### src/rtl/reg_bank_pkg.sv
// Shared definitions for the shift-capable register bank: mode encodings.
package reg_bank_pkg;

  localparam int unsigned MODE_W = 2;

  localparam logic [MODE_W-1:0] MODE_HOLD = 2'b00;
  localparam logic [MODE_W-1:0] MODE_SHR  = 2'b01;
  localparam logic [MODE_W-1:0] MODE_SHL  = 2'b10;
  localparam logic [MODE_W-1:0] MODE_LOAD = 2'b11;

endpackage : reg_bank_pkg

### src/rtl/reg_bank_cell.sv
// One bank register: hold / shift right / shift left / parallel load, async clear.
module reg_bank_cell
  import reg_bank_pkg::*;
#(
  parameter int unsigned WIDTH = 8
) (
  input  logic              clk,
  input  logic              rst,
  input  logic              upd,
  input  logic [MODE_W-1:0] mode,
  input  logic [WIDTH-1:0]  d,
  input  logic              ser_r,
  input  logic              ser_l,
  output logic [WIDTH-1:0]  q
);

  // Register update; shifted-out bits are discarded, not recirculated.
  always_ff @(posedge clk or posedge rst) begin
    if (rst) begin
      q <= '0;
    end else if (upd) begin
      case (mode)
        MODE_SHR:  q <= {ser_r, q[WIDTH-1:1]};
        MODE_SHL:  q <= {q[WIDTH-2:0], ser_l};
        MODE_LOAD: q <= d;
        default:   q <= q;
      endcase
    end
  end

endmodule : reg_bank_cell

### src/rtl/reg_bank_shift.sv
// Parametrised register bank with per-cycle addressed update and two
// combinational read ports plus a flat view of every register.
// Optional feature macro: REG_BANK_TRISTATE_EN adds active-low oe_n that
// floats q_a/q_b; q_all and register contents are unaffected by it.
module reg_bank_shift
  import reg_bank_pkg::*;
#(
  parameter int unsigned WIDTH    = 8,
  parameter int unsigned NUM_REGS = 4,
  parameter int unsigned SEL_W    = (NUM_REGS > 1) ? $clog2(NUM_REGS) : 1
) (
  input  logic                      clk,
  input  logic                      rst,
  input  logic                      en,
  input  logic [SEL_W-1:0]          wr_sel,
  input  logic [MODE_W-1:0]         mode,
  input  logic [WIDTH-1:0]          d,
  input  logic                      ser_r,
  input  logic                      ser_l,
  input  logic [SEL_W-1:0]          rd_sel_a,
  input  logic [SEL_W-1:0]          rd_sel_b,
`ifdef REG_BANK_TRISTATE_EN
  input  logic                      oe_n,
`endif
  output logic [WIDTH-1:0]          q_a,
  output logic [WIDTH-1:0]          q_b,
  output logic [NUM_REGS*WIDTH-1:0] q_all
);

  logic [WIDTH-1:0]    regs [NUM_REGS];
  logic [NUM_REGS-1:0] upd;
  logic [WIDTH-1:0]    rd_a;
  logic [WIDTH-1:0]    rd_b;

  // Write decoder: an out-of-range wr_sel hits no cell and is dropped.
  always_comb begin
    upd = '0;
    for (int i = 0; i < int'(NUM_REGS); i++) begin
      if (en && (wr_sel == SEL_W'(i))) upd[i] = 1'b1;
    end
  end

  for (genvar g = 0; g < int'(NUM_REGS); g++) begin : g_cell
    reg_bank_cell #(
      .WIDTH (WIDTH)
    ) u_cell (
      .clk   (clk),
      .rst   (rst),
      .upd   (upd[g]),
      .mode  (mode),
      .d     (d),
      .ser_r (ser_r),
      .ser_l (ser_l),
      .q     (regs[g])
    );
    assign q_all[g*WIDTH +: WIDTH] = regs[g];
  end

  // Read muxes: an out-of-range select reads as zero.
  always_comb begin
    rd_a = '0;
    rd_b = '0;
    for (int i = 0; i < int'(NUM_REGS); i++) begin
      if (rd_sel_a == SEL_W'(i)) rd_a = regs[i];
      if (rd_sel_b == SEL_W'(i)) rd_b = regs[i];
    end
  end

`ifdef REG_BANK_TRISTATE_EN
  assign q_a = oe_n ? 'z : rd_a;
  assign q_b = oe_n ? 'z : rd_b;
`else
  assign q_a = rd_a;
  assign q_b = rd_b;
`endif

endmodule : reg_bank_shift
### config.mk
export PLATFORM = sky130hd
export DESIGN_NAME = reg_bank_shift
export DESIGN_NICKNAME = d
export VERILOG_FILES = /design/src/rtl/reg_bank_pkg.sv /design/src/rtl/reg_bank_cell.sv /design/src/rtl/reg_bank_shift.sv
export SDC_FILE = /design/constraint.sdc
export NUM_CORES = 1
export LEC_CHECK = 0
export ABC_AREA = 1
export CAP_MARGIN = 20
export CORE_AREA = 2 2 106 108
export CTS_CLUSTER_DIAMETER = 200
export DETAILED_ROUTE_END_ITERATION = 10
export DIE_AREA = 0 0 108 110
export HOLD_SLACK_MARGIN = 0.03
export PLACE_DENSITY_LB_ADDON = 0.1
export REMOVE_ABC_BUFFERS = 1
export SLEW_MARGIN = 10
export SYNTH_ARGS = -nofsm -noshare
export SYNTH_HDL_FRONTEND = slang
export SYNTH_HIERARCHICAL = 1
export SYNTH_SLANG_ARGS = --single-unit
### constraint.sdc
create_clock -name clk -period 1.56 [get_ports clk]
set_clock_uncertainty 0.1 [all_clocks]
set_input_delay 0.312 -clock clk [delete_from_list [all_inputs] [get_ports clk]]
set_output_delay 0.312 -clock clk [all_outputs]
set_load 0.1 [all_outputs]
==> results_dict.tcl <==
set metrics [dict create \
    outcome "finished, violations left" \
    violations "setup timing" \
    nets 531 \
    grt_max_degree 27 \
    clock_path_buffers 2 \
    cts.sinks 32 \
    drive_above_1_share_pct 32.9 \
    timing.critical_path.from "g_cell[3].u_cell/q[2]$_DFFE_PP0P_" \
    cts_tree "built" \
    grt_use_total_pct 20.1 \
    dieArea_sq_um 11900 \
    dpl.cell_count 633 \
    drtIter0Drc 179 \
    relSlewSlack_pct 73.3 \
    drt-vias-per-instance 4.99 \
    post-route-drc-count 0 \
    die_w_microns 108 \
    crit_path_max_fanout 3 \
    reg.largest.list "g_cell.u_cell/q: 32 flops" \
    critical_path_required_ns 1.15 \
    rsz0062_at_grt "true" \
    start_util_pct 24.4 \
    rows 38 \
    timing.fmax_mhz 604 \
    ys_types 15 \
    vdd_drop_max_mv 0.690 \
    avgSynthCellArea_sq_um 6.70 \
    path_clk_slew_ns 0.06 \
    ctsHoldBuffers 0 \
    clock_latency_ns 0.28 \
    reg2reg_from "g_cell[3].u_cell/q[3]$_DFFE_PP0P_" \
    setup_tns_ns -1.01 \
    drt_wl_total_mm 11.2 \
    routedWlPerCell_microns 17.2 \
    finalSetupViolCount 17 \
    cp-start-kind "flip-flop" \
    firstDrtPassIters 4 \
    synth-seq-cells 32 \
    gr-total-overflow 0 \
    seq_area_frac_synth_pct 30.7 \
    finalPower_mw 6.46 \
    area_growth_pct 69.2 \
    worst_slew_pin_slew_ns 0.400 \
    diodes 0 \
    cts_root_buffer "clkbuf_8" \
    ios 69 \
    hold_viol 0 \
    die_h_microns 110 \
    leakagePower_nw 2.10 \
    antenna_found_initial 0 \
    core_region_area_sq_um 10700 \
    max-cap-violations 0 \
    p_per_area_nw_per_um2 1460 \
    dp_hpwl_mm 8.40 \
    grt_pass1_vias 3163 \
    ant_nets 0 \
    gp_congestion 0.867 \
    hold_path_class "in -> async" \
    top_register "g_cell.u_cell/q" \
    cts-buffers-inserted 5 \
    grt_first_pass_wirelength_mm 17.9 \
    critical_path_arrival_ns 1.24 \
    fin_cells 650 \
    largest_register_ffs 32 \
    syn-instance-count 389 \
    synth_area_sq_um 2610 \
    finalCritPeriodShare_pct 106 \
    vias 3242 \
    crit_type "reg -> out" \
    pre_cts_ws_ns -0.443 \
    setup_ws_ns -0.0949 \
    finalCriticalPeriod_ns 1.65 \
    port_buffers 68 \
    nFillCells 1120 \
    yosys_warnings 6 \
    worst_setup_path_end_kind "output port" \
    h-tree-depth 2 \
    slew_violations 0 \
]
-- worst paths after layout --
path,endpoint,slack (ns),depth (start not counted)
worst max-delay path,q_a[2],-0.09,3
worst min-delay path,g_cell[0].u_cell/q[7]$_DFFE_PP0P_,0.36,2
worst max register to register,g_cell[3].u_cell/q[4]$_DFFE_PP0P_,0.39,6
worst min register to register,g_cell[0].u_cell/q[0]$_DFFE_PP0P_,0.56,3
max in group asynchronous,g_cell[3].u_cell/q[2]$_DFFE_PP0P_,0.71,2
min in group clk,g_cell[1].u_cell/q[6]$_DFFE_PP0P_,0.51,4
-- report_power, final --
part / total, mW / switching (mW) / leakage, nW / internal [mW]
Clock: 0.620 / 0.317 / 0.0410 / 0.304
Sequential: 1.25 / 0.234 / 0.408 / 1.02
Combinational: 4.58 / 2.96 / 1.65 / 1.63
Total: 6.46 / 3.51 / 2.10 / 2.95
-- layout by cell type (no fill, tap or decap) --
master,count
nand4_1,16
dfrtp_1,24
inv_2,12
nand3_1,132
buf_6,9
inv_4,4
buf_12,52
buf_4,55
nor3_1,4
clkbuf_8,5
nand2_1,144
nor2_4,2
o21ai_4,4
nand3_2,12
clkinv_2,1
clkbuf_1,1
inv_1,7
buf_2,4
clkdlybuf4s50_1,12
dlymetal6s2s_1,2
dfrtp_2,8
-- cells by family after synthesis --
logic type | Yosys count | synth area share [%]
buffers and inverters | 43 | 12.7
AND/OR/NAND/NOR | 310 | 54.1
flip-flops | 32 | 30.7
AO/OA/AOI/OAI | 4 | 2.50
-- final cells by class --
type / instances / area (sq um) / share of cell area, %
inverter: 23 / 96.3 / 2.19
multi-input combinational: 314 / 1530 / 34.7
sequential: 32 / 811 / 18.4
clock buffer: 6 / 72.6 / 1.65
clock inverter: 1 / 5.00 / 0.114
tap: 140 / 175 / 3.97
timing repair buffer: 134 / 1720 / 39.0
-- per-stage QoR --
stage               area, sq um  utilization [%]  hold WS [ns]
floorplan                  2370                -        0.0277
global placement           4170             39.0         0.541
detailed placement         4170             39.0         0.542
CTS                        4360             40.7         0.375
global route               4410             41.2         0.391
finish                     4410             41.2         0.357
-- layer usage --
layer,routed length [microns],track usage [%],part of all wire (%),up-vias
li1,-,-,-,1556
met1,5240,28.7,47,1562
met2,5100,31.8,46,111
met3,638,2.76,5.7,13
met4,223,5.22,2.0,0
met5,0,0,0,-
-- critical path, cell delays in order, from the launching register on --
cell and delay (ns):
dfrtp_2 0.45, nand3_1 0.11, nand4_1 0.17, buf_12 0.23
-- Yosys cell counts --
master     n  area (sq um)
buf_12     2          40.0
buf_4      4          30.0
buf_6     12           135
buf_8      2          30.0
dfrtp_1   32           801
inv_1      7          26.3
inv_2     12          45.0
inv_4      4          25.0
nand2_1  144           541
nand3_1  143           716
nand3_2    1          10.0
nand4_1   16           100
nor2_4     2          22.5
nor3_1     4          20.0
o21ai_4    4          65.1
-- repair_timing --
| item | CTS | global route |
|---|---|---|
| gates resized for setup | 31 | 19 |
| setup buffers | 11 | 2 |
| setup endpoints to repair | 16 | 21 |
| pin swaps | 31 | 20 |
(Power assumes the default switching activity.)
